[config.mk]
export PLATFORM = sky130hd
export DESIGN_NAME = sdram_arbiter
export DESIGN_NICKNAME = d
export VERILOG_FILES = /design/src/rtl/sdram_pkg.sv /design/src/rtl/sdram_arb_stats.sv /design/src/rtl/sdram_arbiter.sv
export SDC_FILE = /design/constraint.sdc
export NUM_CORES = 1
export LEC_CHECK = 0
export ABC_AREA = 1
export CAP_MARGIN = 20
export CORE_MARGIN = 10
export CORE_UTILIZATION = 44
export CTS_CLUSTER_SIZE = 25
export DETAILED_ROUTE_END_ITERATION = 10
export GPL_ROUTABILITY_DRIVEN = 0
export PLACE_DENSITY = 0.85
export SLEW_MARGIN = 20
export SYNTH_ARGS = -nofsm -noshare
export SYNTH_HDL_FRONTEND = slang
export SYNTH_SLANG_ARGS = --single-unit
[constraint.sdc]
create_clock -name clk_48 -period 5.3 [get_ports clk_48]
set_input_delay 0.53 -clock clk_48 [delete_from_list [all_inputs] [get_ports clk_48]]
set_output_delay 0.53 -clock clk_48 [all_outputs]
set_load 0.05 [all_outputs]
[src/rtl/sdram_pkg.sv]
// Shared encodings and defaults for the SDRAM port arbiter.
package sdram_pkg;

  localparam int ADDR_W_DEF = 24;
  localparam int DATA_W_DEF = 16;

  typedef enum logic [1:0] {
    IDLE = 2'd0,
    WR   = 2'd1,
    RA   = 2'd2,
    RD   = 2'd3
  } arb_state_t;

  typedef enum logic {
    OWN_CPU = 1'b0,
    OWN_CAP = 1'b1
  } owner_t;

  function automatic logic [7:0] sat_inc8(input logic [7:0] v);
    return (v == 8'hFF) ? v : v + 8'd1;
  endfunction

endpackage

[src/rtl/sdram_arb_stats.sv]
// Arbiter statistics (built only with SDRAM_ARB_STATS_EN): CPU wait cycles (saturating), capture words (wrapping).
module sdram_arb_stats (
  input  logic        clk_48,
  input  logic        irst,
  input  logic        stat_clr,
  input  logic        cpu_wait_inc,
  input  logic        cap_word_inc,
  output logic [15:0] stat_cpu_wait,
  output logic [31:0] stat_cap_words
);

  always_ff @(posedge clk_48 or posedge irst) begin
    if (irst) begin
      stat_cpu_wait  <= '0;
      stat_cap_words <= '0;
    end else if (stat_clr) begin
      stat_cpu_wait  <= '0;
      stat_cap_words <= '0;
    end else begin
      if (cpu_wait_inc && stat_cpu_wait != 16'hFFFF)
        stat_cpu_wait <= stat_cpu_wait + 16'd1;
      if (cap_word_inc)
        stat_cap_words <= stat_cap_words + 32'd1;
    end
  end

endmodule

[src/rtl/sdram_arbiter.sv]
// CPU / capture arbiter for the single SDRAM port: request -> m_*valid in 1 cycle, valids held until ready,
// capture bursts capped at BURST_MAX while the CPU waits. SDRAM_ARB_STATS_EN adds wait/word counters.
module sdram_arbiter
  import sdram_pkg::*;
#(
  parameter int ADDR_W    = ADDR_W_DEF,
  parameter int DATA_W    = DATA_W_DEF,
  parameter int BURST_MAX = 16
) (
  input  logic              clk_48,
  input  logic              irst,
  input  logic              en,
  input  logic              c_valid,
  input  logic              c_we,
  input  logic [ADDR_W-1:0] c_addr,
  input  logic [DATA_W-1:0] c_wdata,
  output logic              c_done,
  output logic [DATA_W-1:0] c_rdata,
  input  logic              k_valid,
  input  logic [ADDR_W-1:0] k_addr,
  input  logic [DATA_W-1:0] k_wdata,
  output logic              k_ready,
  output logic [ADDR_W-1:0] m_addr,
  output logic [DATA_W-1:0] m_wdata,
  output logic              m_wvalid,
  input  logic              m_wready,
  output logic              m_arvalid,
  input  logic              m_arready,
  input  logic [DATA_W-1:0] m_rdata,
  input  logic              m_rvalid
`ifdef SDRAM_ARB_STATS_EN
  ,
  input  logic              stat_clr,
  output logic [15:0]       stat_cpu_wait,
  output logic [31:0]       stat_cap_words
`endif
);

  localparam logic [7:0] BURST_LIM = 8'(BURST_MAX);

  arb_state_t        state;
  owner_t            own;
  logic [7:0]        burst_cnt;
  logic [DATA_W-1:0] rdata_q;
  logic              wr_fire, ar_fire, rd_fire, abort, cap_win, cpu_win;

  always_comb begin
    wr_fire = en && state == WR && m_wvalid && m_wready;
    ar_fire = en && state == RA && m_arvalid && m_arready;
    rd_fire = en && m_rvalid && (state == RD || ar_fire);
    abort   = !en && state != IDLE;
    cap_win = k_valid && !(c_valid && burst_cnt >= BURST_LIM);
    cpu_win = c_valid && !cap_win;
  end

  // Completion pulses line up with the controller handshake so the requester can present its next
  // request in the single IDLE cycle that follows.
  assign k_ready = wr_fire && own == OWN_CAP;
  assign c_done  = (wr_fire && own == OWN_CPU) || rd_fire || (abort && own == OWN_CPU);
  assign c_rdata = rd_fire ? m_rdata : (abort ? '0 : rdata_q);

  always_ff @(posedge clk_48 or posedge irst) begin
    if (irst) begin
      state     <= IDLE;
      own       <= OWN_CPU;
      m_addr    <= '0;
      m_wdata   <= '0;
      m_wvalid  <= 1'b0;
      m_arvalid <= 1'b0;
      rdata_q   <= '0;
      burst_cnt <= '0;
    end else begin
      if (!c_valid || c_done)
        burst_cnt <= '0;
      else if (k_ready)
        burst_cnt <= sat_inc8(burst_cnt);

      if (rd_fire)
        rdata_q <= m_rdata;
      else if (abort && own == OWN_CPU)
        rdata_q <= '0;

      if (abort) begin
        state     <= IDLE;
        m_wvalid  <= 1'b0;
        m_arvalid <= 1'b0;
      end else begin
        case (state)
          IDLE: if (en) begin
            if (cap_win) begin
              own      <= OWN_CAP;
              m_addr   <= k_addr;
              m_wdata  <= k_wdata;
              m_wvalid <= 1'b1;
              state    <= WR;
            end else if (cpu_win) begin
              own    <= OWN_CPU;
              m_addr <= c_addr;
              if (c_we) begin
                m_wdata  <= c_wdata;
                m_wvalid <= 1'b1;
                state    <= WR;
              end else begin
                m_arvalid <= 1'b1;
                state     <= RA;
              end
            end
          end
          WR: if (wr_fire) begin
            m_wvalid <= 1'b0;
            state    <= IDLE;
          end
          RA: if (rd_fire) begin
            m_arvalid <= 1'b0;
            state     <= IDLE;
          end else if (ar_fire) begin
            m_arvalid <= 1'b0;
            state     <= RD;
          end
          RD: if (rd_fire) state <= IDLE;
          default: state <= IDLE;
        endcase
      end
    end
  end

`ifdef SDRAM_ARB_STATS_EN
  sdram_arb_stats u_stats (
    .clk_48         (clk_48),
    .irst           (irst),
    .stat_clr       (stat_clr),
    .cpu_wait_inc   (c_valid && !(state != IDLE && own == OWN_CPU)),
    .cap_word_inc   (k_ready),
    .stat_cpu_wait  (stat_cpu_wait),
    .stat_cap_words (stat_cap_words)
  );
`endif

endmodule

After elaboration in Yosys (flattened, before gate mapping)
Index checks and enable logic that the tools add are counted.
{"block": "word_totals", "ff_bits": 69, "wordCells": 102, "out_inout_bits": 60}
{"block": "op_classes", "n_lt_le_gt_ge": 1, "muxes": 39, "n_reduce_logical": 37, "bitwise": 2, "eq_ne": 14, "add_sub_neg": 1}
{"op": "16-bit two-way mux", "n": 7}
{"op": "24-bit two-way mux", "n": 2}
{"op": "8-bit two-way mux", "n": 3}
{"op": "2-bit two-way mux", "n": 9}
{"op": "3-bit inequality test, second input constant", "n": 6}
{"op": "1-bit logical AND", "n": 15}
{"op": "1-bit two-way mux", "n": 15}
{"op": "5-bit AND reduction", "n": 3}
{"op": "4-bit inequality test, second input constant", "n": 3}
{"op": "2-bit nonzero test", "n": 5}
{"op": "8-bit by 1-bit adder with 8-bit output, second input constant", "n": 1}
{"op": "8-bit == test, second input constant", "n": 1}
{"op": "8-bit by 5-bit greater-or-equal comparator with 1-bit output, second input constant", "n": 1}
{"op": "2-bit one-hot mux with 4 select lines", "n": 1}
{"op": "6-bit AND reduction", "n": 1}
{"op": "3-bit nonzero test", "n": 2}
{"op": "2-bit == test, second input constant", "n": 2}
{"op": "1-bit zero test", "n": 4}
{"op": "1-bit logical OR", "n": 4}
{"op": "1-bit one-hot mux with 2 select lines", "n": 2}
{"op": "4-bit AND reduction", "n": 1}
{"op": "2-bit by 1-bit == test with 1-bit output, second input constant", "n": 1}
{"op": "2-bit zero test", "n": 1}
{"op": "2-bit inequality test, second input constant", "n": 1}
{"op": "2 further kinds", "n": 3}

Longest topological paths before layout
Gate-level depths: netlist of run 1.
{"block": "depth", "depth_word": 11, "ltp_mapped": 10, "depth_no_buf": 10}

Worst setup path after synthesis of run 1
OpenSTA, ideal clock, no wires.
{"block": "synth_path", "kind": "register to output", "start": "register m_arvalid", "end": "output c_rdata[10]", "setup_slack_ps": 2796, "arrival_ps": 1974, "required_ps": 4770, "stages_incl_launch_ff": 7, "n_path_buf": 1, "cell_sequence": "dfrtp_1 -> nand2_1 -> nand2_1 -> nand3_2 -> nand2_1 -> buf_2 -> o22ai_1"}
{"block": "synth_via", "elab_chain_cells": 5}
{"item": "from (decl)", "line": "sdram_arbiter.sv:27", "source": "output logic m_arvalid,"}
{"item": "from (signal assigned)", "line": "sdram_arbiter.sv:69", "source": "m_arvalid <= 1'b0;"}
{"item": "from (signal assigned)", "line": "sdram_arbiter.sv:86", "source": "m_arvalid <= 1'b0;"}
{"item": "from (signal assigned)", "line": "sdram_arbiter.sv:104", "source": "m_arvalid <= 1'b1;"}
{"item": "1-bit logical AND (2 in a row)", "line": "sdram_arbiter.sv:49", "source": "ar_fire = en && state == RA && m_arvalid && m_arready;"}
{"item": "1-bit logical OR", "line": "sdram_arbiter.sv:50", "source": "rd_fire = en && m_rvalid && (state == RD || ar_fire);"}
{"item": "1-bit logical AND", "line": "sdram_arbiter.sv:50"}
{"item": "16-bit two-way mux", "line": "sdram_arbiter.sv:60", "source": "assign c_rdata = rd_fire ? m_rdata : (abort ? '0 : rdata_q);"}
{"item": "to (decl)", "line": "sdram_arbiter.sv:18", "source": "output logic [DATA_W-1:0] c_rdata,"}
No other way between the ends.

Worst setup path in the final report of run 1
{"block": "layout_path", "start": "input en", "end": "output c_rdata[15]"}
{"block": "layout_via", "elab_chain_cells": 6, "word_cells_on_any_way": 10, "classes_between": "mux (2); reduce/logical (8)"}
{"item": "from (decl)", "line": "sdram_arbiter.sv:12", "source": "input logic en,"}
{"item": "1-bit logical AND (3 in a row)", "line": "sdram_arbiter.sv:49"}
{"item": "1-bit logical OR", "line": "sdram_arbiter.sv:50"}
{"item": "1-bit logical AND", "line": "sdram_arbiter.sv:50"}
{"item": "16-bit two-way mux (*)", "line": "sdram_arbiter.sv:60"}
Mark *: on every way between the ends. The rest lies on a longest branch, timed or not.

==> impl_metrics.py, run 1 <==
metrics = {
    "outcome": {
        "status": "finished, final reports clean",
    },
    "sta": {
        "max_freq_mhz": 268.0,
        "finClkSkew_ps": 9.033,
        "hold-worst-slack_ps": 482.1,
        "finalCriticalPeriod_ps": 3731,
        "final_hold_viol_count": 0,
        "fin_tns_setup_ps": 0,
        "fin_ws_ps": 1569,
        "final-setup-viol-count": 0,
        "maxSlewHeadroom": 0.4808,
        "maxSlewViolCount": 0,
        "grt_setup_unrepaired": "false",
        "worst_pin_slew_ps": 776.2,
        "fin_crit_sh": 0.7040,
    },
    "yosys": {
        "synth_warnings": 0,
        "synth_area_leader_cell": "dfrtp_1",
        "synth_nets": 543,
        "ys_types": 24,
        "syn_avg_cell_area_um2": 7.958,
        "syn_inst": 436,
        "synth.yosys.seq_area_share": 0.4977,
        "synth_seq_cells": 69,
        "netlist_top_cells_area": "dfrtp_1, nand2_1, o21ai_0, o22ai_1, inv_1",
        "yosysTopAreaCellShare": 0.4977,
        "synth_area_um2": 3470,
    },
    "power_and_ir_drop": {
        "internal_power_mw": 1.448,
        "clockPowerShare": 0.126,
        "p_leak_nw": 2.380,
        "power_frac_comb": 0.577,
        "power.switching_mw": 1.398,
        "powerDensity_nw_per_um2": 530.7,
        "swShare": 0.4912,
        "ir_drop_mv": 0.4050,
        "pwr-share-seq": 0.296,
    },
    "global_route": {
        "antenna_found_initial": 0,
        "grt-ovfl-total": 0,
        "grtUsageTotal": 0.1948,
        "grt_pass1_vias": 3699,
        "grt_max_degree": 46,
        "grt_pass1_wl_um": 18310,
    },
    "clocking": {
        "postCtsSetupRepairBufs": 0,
        "path_clk_slew_ps": 70,
        "clock_sinks": 69,
        "cts_buffers": 9,
        "clockRootBuffer": "clkbuf_8",
        "clk_path_buf_depth": 2,
        "cts_max_level": 3,
        "insertion_delay_ps": 340,
        "cts_resized": 0,
        "ctsHoldBuffers": 0,
        "cts_tree": "done",
    },
    "worst_setup_path": {
        "crit_arrival_ps": 3200,
        "worstPathBufferInverterCount": 4,
        "critPathKind": "input pin to primary output",
        "crit_fanout": 37,
        "max_stage_delay_ps": 860,
        "r2r-end": "m_wdata[14]",
        "cp-end-kind": "primary output",
        "r2r-start": "state[1]",
        "crit_family": "buffers and inverters",
        "ff2ff_path_depth": 8,
        "crit_required_ps": 4770,
        "rrSetupSlack_ps": 2490,
        "startpoint_type": "input pin",
        "path_cells": "clkdlybuf4s50_1 -> nand2_1 -> inv_1 -> nand3_2 -> buf_4 -> nand2_1 -> o22ai_1 -> clkdlybuf4s50_1",
        "cp_slowest_cell": "clkdlybuf4s50_1",
    },
    "final_layout": {
        "mostFrequentLayoutCells": "clkdlybuf4s50_1, nand2_1, dfrtp_1, o21ai_0, inv_1",
        "fillCellCount": 622,
        "final_common_cell": "clkdlybuf4s50_1",
        "syn_to_final_growth_pct": 54.53,
        "drive_above_1_share": 0.06833,
        "nets": 703,
        "diodes": 0,
    },
    "routing": {
        "vias": 3582,
        "routed_via_density": 5.103,
        "drc": 0,
        "wl_um": 11640,
        "ant_nets": 0,
        "drtPass1Iterations": 4,
        "drt_iter0_drc": 157,
        "wl_per_cell_um": 16.58,
    },
    "min_path": {
        "hold_depth": 2,
        "hp-class": "register to register",
        "hold-path-endpoint": "m_wdata[0]",
        "worstHoldStart": "m_wdata[0]",
    },
    "job": {
        "cap_violations": 0,
    },
    "place": {
        "portBuffers": 164,
        "pre_cts_slack_ps": 1622,
        "dp_hpwl_um": 8945,
    },
    "floorplanning": {
        "num_rows": 32,
        "io_pins": 165,
        "die_h_um": 108.8,
        "die_area_um2": 11840,
        "coreArea_um2": 7687,
        "die_w_um": 108.8,
        "start_util": 0.4513,
    },
}
[worst max-delay path by stage]
stage	from	to	slack, ps	cells past startpoint
floorplan	m_arvalid	c_rdata[10]	2800	6
global placement	en	c_rdata[13]	1760	8
detailed placement	en	c_rdata[15]	1620	8
CTS	en	c_rdata[15]	1610	8
global route	en	c_rdata[15]	1440	8
finish	en	c_rdata[15]	1570	8
[cell type report]
type,instances,area (µm²),share of cell area
well taps,102,127.6,0.02380
clock buffers,13,148.9,0.02777
inverters,55,206.4,0.03851
repair buffers,169,1697,0.3165
clock inverters,2,10.01,0.001867
multi-input cells,292,1445,0.2695
flip-flops and latches,69,1727,0.3221
[per-stage QoR]
stage	cells	cell area [µm²]	utilization	power (mW)
2_1_floorplan	436	3470	-	1.892
3_3_place_gp	685	5170	0.6725	2.463
3_5_place_dp	685	5170	0.6725	2.495
4_1_cts	700	5329	0.6932	2.864
5_1_grt	702	5361	0.6974	3.007
6_report	702	5361	0.6974	2.846
[power groups by stage]
stage | Clock (mW) | Sequential [mW] | Combinational [mW]
floorplan | 0 | 1.38 | 0.513
global placement | 0 | 0.837 | 1.63
detailed placement | 0 | 0.848 | 1.65
CTS | 0.369 | 0.842 | 1.65
global route | 0.395 | 0.865 | 1.75
finish | 0.360 | 0.843 | 1.64
[cells in the mapped netlist, drive strengths merged]
library cell	instances
o21bai	3
o21ai	56
nand3	11
o211ai	16
nor3	4
or2	16
dfrtp	69
nand4	5
clkbuf	14
nand2	99
o22ai	32
nor2	45
a21oi	3
buf	6
ha	2
inv	55
[flip-flops by register name, summed over array words and instances (netlist names)]
name,cells
burst_cnt,8
m_addr,24
own,1
m_wvalid,1
m_arvalid,1
rdata_q,16
m_wdata,16
state,2
[worst register-to-register path, delay by kind of cell, from the launching register on]
family	cells	cell delay [ps]
DFF	1	440
and+or+nand+nor	4	980
AOI/OAI and AO/OA	1	520
buffers and inverters	3	760
[logic make-up after synthesis]
kind of cell,count (synthesis),share of synthesized area
compound gates,110,0.1872
buf+inv,75,0.08583
flops,69,0.4977
fa+ha+maj,2,0.007211
simple gates,180,0.2221
[routing by layer]
| layer | GRT usage | routed length [µm] | part of all wire | vias up |
|---|---|---|---|---|
| met2 | 0.3272 | 5671 | 0.49 | 138 |
| met4 | 0.06403 | 153 | 0.013 | 0 |
| met5 | 0 | 0 | 0 | - |
| met1 | 0.2017 | 4367 | 0.38 | 1685 |
| li1 | - | - | - | 1742 |
| met3 | 0.1115 | 1450 | 0.12 | 17 |
Power figures use the tool's default switching activity.
==> run 2: changes to the inputs <==
CORE_UTILIZATION = 41   (was 44)
PLACE_DENSITY = 0.8   (was 0.85)
clock period = 3.6 ns   (was 5.3 ns; I/O delays follow)
==> run 2 against run 1 <==
  * Design area rose by 0.44%
  * Hold slack improved by 2.6 ps
  * Setup slack got worse by 700 ps
  * Clock-buffer cell count fell by 1
  * Via count rose by 0.20%
  * Combinational power rose by 46%
  * Critical endpoint is now c_done
  * Sequential share of layout area fell by 0.14 points
  * Flip-flop and latch count did not move
  * Clock power rose by 110%
  * Global-route usage fell by 1.8 points
==> impl_metrics.py, run 2 (same netlist as run 1, synthesis figures left out) <==
metrics = {
    "outcome": {
        "status": "finished, final reports clean",
    },
    "sta": {
        "finalCriticalPeriod_ps": 2730,
        "fin_ws_ps": 869.9,
        "hold-worst-slack_ps": 484.6,
        "fin_crit_sh": 0.7584,
        "worst_pin_slew_ps": 959.5,
        "grt_setup_unrepaired": "false",
        "fin_tns_setup_ps": 0,
        "final_hold_viol_count": 0,
        "finClkSkew_ps": 10.79,
        "final-setup-viol-count": 0,
        "maxSlewViolCount": 0,
        "maxSlewHeadroom": 0.3564,
        "max_freq_mhz": 366.3,
    },
    "global_route": {
        "grt-ovfl-total": 0,
        "grt_pass1_vias": 3666,
        "grt_pass1_wl_um": 18390,
        "grt_max_degree": 70,
        "antenna_found_initial": 0,
        "grtUsageTotal": 0.1769,
    },
    "power_and_ir_drop": {
        "powerDensity_nw_per_um2": 819.2,
        "fin_total_pwr_mw": 4.412,
        "ir_drop_mv": 0.5805,
        "p_leak_nw": 2.439,
    },
    "clocking": {
        "insertion_delay_ps": 340,
        "clock_sinks": 69,
        "clockRootBuffer": "clkbuf_8",
        "cts_max_level": 3,
        "cts_resized": 0,
        "cts_buffers": 9,
        "path_clk_slew_ps": 70,
        "cts_tree": "done",
        "clk_path_buf_depth": 2,
        "postCtsSetupRepairBufs": 0,
        "ctsHoldBuffers": 0,
    },
    "floorplanning": {
        "coreArea_um2": 8217,
        "die_area_um2": 12540,
        "die_w_um": 112.0,
        "io_pins": 165,
        "die_h_um": 112.0,
        "start_util": 0.4223,
        "num_rows": 33,
    },
    "routing": {
        "drt_iter0_drc": 211,
        "routed_via_density": 5.091,
        "wl_um": 11490,
        "drtPass1Iterations": 6,
        "drc": 0,
        "ant_nets": 0,
        "wl_per_cell_um": 16.29,
        "vias": 3589,
    },
    "place": {
        "dpl_cell_area_um2": 5141,
        "placedCellCount": 689,
        "dp_hpwl_um": 8799,
        "portBuffers": 164,
        "pre_cts_slack_ps": 870.2,
    },
    "worst_setup_path": {
        "critPathKind": "input pin to primary output",
        "crit_arrival_ps": 2370,
        "crit_required_ps": 3240,
        "startpoint_type": "input pin",
        "crit_fanout": 34,
        "cp-end-kind": "primary output",
    },
    "final_layout": {
        "mostFrequentLayoutCells": "clkdlybuf4s50_1, nand2_1, dfrtp_1, o21ai_0, inv_1",
        "nets": 702,
        "final_core_util": 0.6554,
        "final_area_um2": 5385,
        "diodes": 0,
        "drive_above_1_share": 0.09833,
        "reg_top3": "m_addr x24, m_wdata x16, rdata_q x16",
        "final_common_cell": "clkdlybuf4s50_1",
        "largest_register": "m_addr",
        "finalNonFillerCells": 705,
        "largest_reg_flops": 24,
        "syn_to_final_growth_pct": 55.21,
    },
    "min_path": {
        "hp-class": "register to register",
    },
    "job": {
        "cap_violations": 0,
    },
}
==> run 2: cell types whose count changed in the layout (fill, tap and decap cells not counted) <==
cell             delta
buf_4              +17
clkdlybuf4s50_1    -16
bufinv_16           +3
clkbuf_1            -1
clkbuf_16           -1
clkbuf_4            -1
clkinv_2            -1
o21ai_1             -1
o21ai_2             +1
==> run 2: worst max-delay path, cell delays in order <==
cell	delay (ps)
clkdlybuf4s50_1	510
nand2_1	110
inv_1	100
nand3_2	120
buf_4	260
nand2_1	100
clkdlybuf4s50_1	800
==> run 2: layer usage <==
layer,part of all wire,global-route usage,vias up
met3,0.14,0.1116,12
met5,0,0,-
met2,0.47,0.2797,151
li1,-,-,1748
met4,0.013,0.04822,0
met1,0.38,0.1944,1678
==> run 2: worst paths after layout <==
| kind | start | to | slack (ps) | cells past startpoint |
|---|---|---|---|---|
| worst min register to register | m_addr[11] | m_addr[11] | 480 | 2 |
| min in group asynchronous | irst | m_addr[0] | 590 | 3 |
| worst min-delay path | m_addr[11] | m_addr[11] | 480 | 2 |
| max in group asynchronous | irst | m_addr[16] | 2460 | 3 |
| worst max register to register | state[1] | m_wdata[4] | 1260 | 9 |
| worst max-delay path | en | c_done | 870 | 7 |
==> run 2: cell type report <==
class	count	area, µm²
clock buffer	12	145.1
timing repair buffer	168	1632
fill	667	2831
tap	105	131.4
clock inverter	4	95.09
inverter	55	206.4
multi-input combinational	292	1449
sequential	69	1727
==> run 2: where the power goes <==
part	switching [mW]	internal [mW]
combinational	1.62	0.774
clock	0.291	0.479
sequential	0.171	1.07
==> run 3: changes to the inputs <==
clock period = 2.9 ns   (was 3.6 ns; I/O delays follow)
==> run 3 against run 2 <==
  * Design area rose by 0.44%
  * Sequential share of layout area is 0.14 points lower
  * Power up 22%
  * Global-route usage grew 0.30 points
==> impl_metrics.py, run 3 (same netlist as run 1, synthesis figures left out) <==
metrics = {
    "sta": {
        "fin_tns_setup_ps": 0,
        "final_hold_viol_count": 0,
        "maxSlewHeadroom": 0.5768,
        "fin_ws_ps": 450.3,
        "fin_crit_sh": 0.8447,
        "finClkSkew_ps": 8.792,
        "finalCriticalPeriod_ps": 2450,
        "grt_setup_unrepaired": "false",
        "worst_pin_slew_ps": 633.9,
        "maxSlewViolCount": 0,
        "max_freq_mhz": 408.2,
        "final-setup-viol-count": 0,
    },
    "worst_setup_path": {
        "crit_arrival_ps": 2160,
        "crit_fanout": 3,
        "r2r-start": "burst_cnt[4]",
        "startpoint_type": "input pin",
        "worstSetupStartpoint": "en",
        "crit_family": "buffers and inverters",
        "crit_required_ps": 2610,
        "max_stage_delay_ps": 850,
        "cp-end-kind": "primary output",
        "path_cells": "clkdlybuf4s50_1 -> nand2_1 -> nor2_1 -> nand3_1 -> nor2_1 -> clkdlybuf4s50_1",
        "critPathKind": "input pin to primary output",
        "worstPathBufferInverterCount": 2,
        "cp_slowest_cell": "clkdlybuf4s50_1",
    },
    "clocking": {
        "path_clk_slew_ps": 80,
        "postCtsSetupRepairBufs": 0,
        "clockRootBuffer": "clkbuf_8",
        "cts_tree": "done",
        "clk_path_buf_depth": 2,
        "cts_buffers": 9,
        "cts_max_level": 3,
        "cts_resized": 0,
        "insertion_delay_ps": 340,
        "clock_sinks": 69,
        "ctsHoldBuffers": 0,
    },
    "final_layout": {
        "syn_to_final_growth_pct": 55.90,
        "multi_input_area_um2": 1445,
        "nets": 706,
        "final_common_cell": "clkdlybuf4s50_1",
        "drive_above_1_share": 0.1060,
        "fillCellCount": 689,
        "reg_top3": "m_addr x24, m_wdata x16, rdata_q x16",
        "diodes": 0,
        "largest_reg_flops": 24,
        "largest_register": "m_addr",
        "mostFrequentLayoutCells": "clkdlybuf4s50_1, nand2_1, dfrtp_1, o21ai_0, inv_1",
        "final_core_util": 0.6583,
        "seqCellArea_um2": 1727,
    },
    "global_route": {
        "grt_util_met3": 0.1036,
        "grt_pass1_vias": 3777,
        "grt.busiest_layer": "met2",
        "grt_pass1_wl_um": 18690,
        "grtUsageTotal": 0.1799,
        "grt-ovfl-total": 0,
        "met1_usage": 0.1961,
        "antenna_found_initial": 0,
        "grt_max_degree": 42,
        "grt.met2_usage": 0.2918,
    },
    "routing": {
        "routed_via_density": 4.986,
        "vias": 3535,
        "ant_nets": 0,
        "wl_um": 11510,
        "wl_per_cell_um": 16.23,
        "drt_iter0_drc": 120,
        "drc": 0,
        "drtPass1Iterations": 4,
    },
    "place": {
        "dp_hpwl_um": 9031,
        "pre_cts_slack_ps": 466.8,
        "portBuffers": 164,
    },
    "outcome": {
        "status": "finished, final reports clean",
    },
    "floorplanning": {
        "die_h_um": 112.0,
        "die_w_um": 112.0,
        "num_rows": 33,
        "start_util": 0.4223,
        "die_area_um2": 12540,
        "coreArea_um2": 8217,
        "io_pins": 165,
    },
    "power_and_ir_drop": {
        "fin_total_pwr_mw": 5.404,
        "p_leak_nw": 2.459,
        "powerDensity_nw_per_um2": 999.1,
        "power_frac_comb": 0.557,
        "clockPowerShare": 0.159,
        "swShare": 0.4817,
        "power.switching_mw": 2.603,
        "ir_drop_mv": 0.5485,
        "pwr-share-seq": 0.284,
        "internal_power_mw": 2.801,
    },
    "job": {
        "cap_violations": 0,
    },
    "min_path": {
        "hp-class": "input pin to async pin",
    },
}
==> run 3: cell count changes in the layout (fill, tap and decap cells not counted), sizes merged <==
cell / before / now
bufinv: 3 / 2
clkbuf: 12 / 10
inv: 54 / 55
clkdlybuf4s50: 148 / 147
buf: 20 / 25
clkinv: 2 / 4
==> run 3: cell type report <==
class                      instances  share of cell area
clock inverter                     6             0.01619
clock buffer                      10             0.02359
multi-input combinational        292              0.2672
timing repair buffer             172              0.3114
sequential                        69              0.3192
tap                              105             0.02429
inverter                          55             0.03817
==> run 3: power by group through the flow <==
stage          logic (mW)  registers [mW]  clock network [mW]
2_1_floorplan       0.937            2.52                   0
3_3_place_gp         2.99            1.53                   0
3_5_place_dp         3.03            1.55                   0
4_1_cts              3.04            1.53               0.881
5_1_grt              3.22            1.58               0.930
6_report             3.01            1.54               0.859
==> run 3: path summary, 6_finish.rpt <==
| check | endpoint | slack (ps) | cells after the start |
|---|---|---|---|
| worst max-delay path | k_ready | 450 | 6 |
| min in group clk_48 | m_wdata[12] | 480 | 2 |
| worst min-delay path | m_addr[2] | 350 | 2 |
| worst min register to register | m_wdata[12] | 480 | 2 |
| worst max register to register | m_addr[19] | 960 | 8 |
| max in group asynchronous | m_addr[11] | 1900 | 3 |
==> run 3: per-stage QoR <==
stage,hold WS [ps],std cells,instance area [µm²]
5_1_grt,396.6,709,5409
4_1_cts,363.7,708,5401
2_1_floorplan,454.0,436,3470
3_3_place_gp,463.0,692,5186
3_5_place_dp,467.0,692,5186
6_report,349.3,709,5409
==> run 3: routing by layer <==
layer | part of all wire | up-vias
li1 | - | 1758
met3 | 0.12 | 13
met5 | 0 | -
met1 | 0.39 | 1628
met2 | 0.47 | 136
met4 | 0.015 | 0
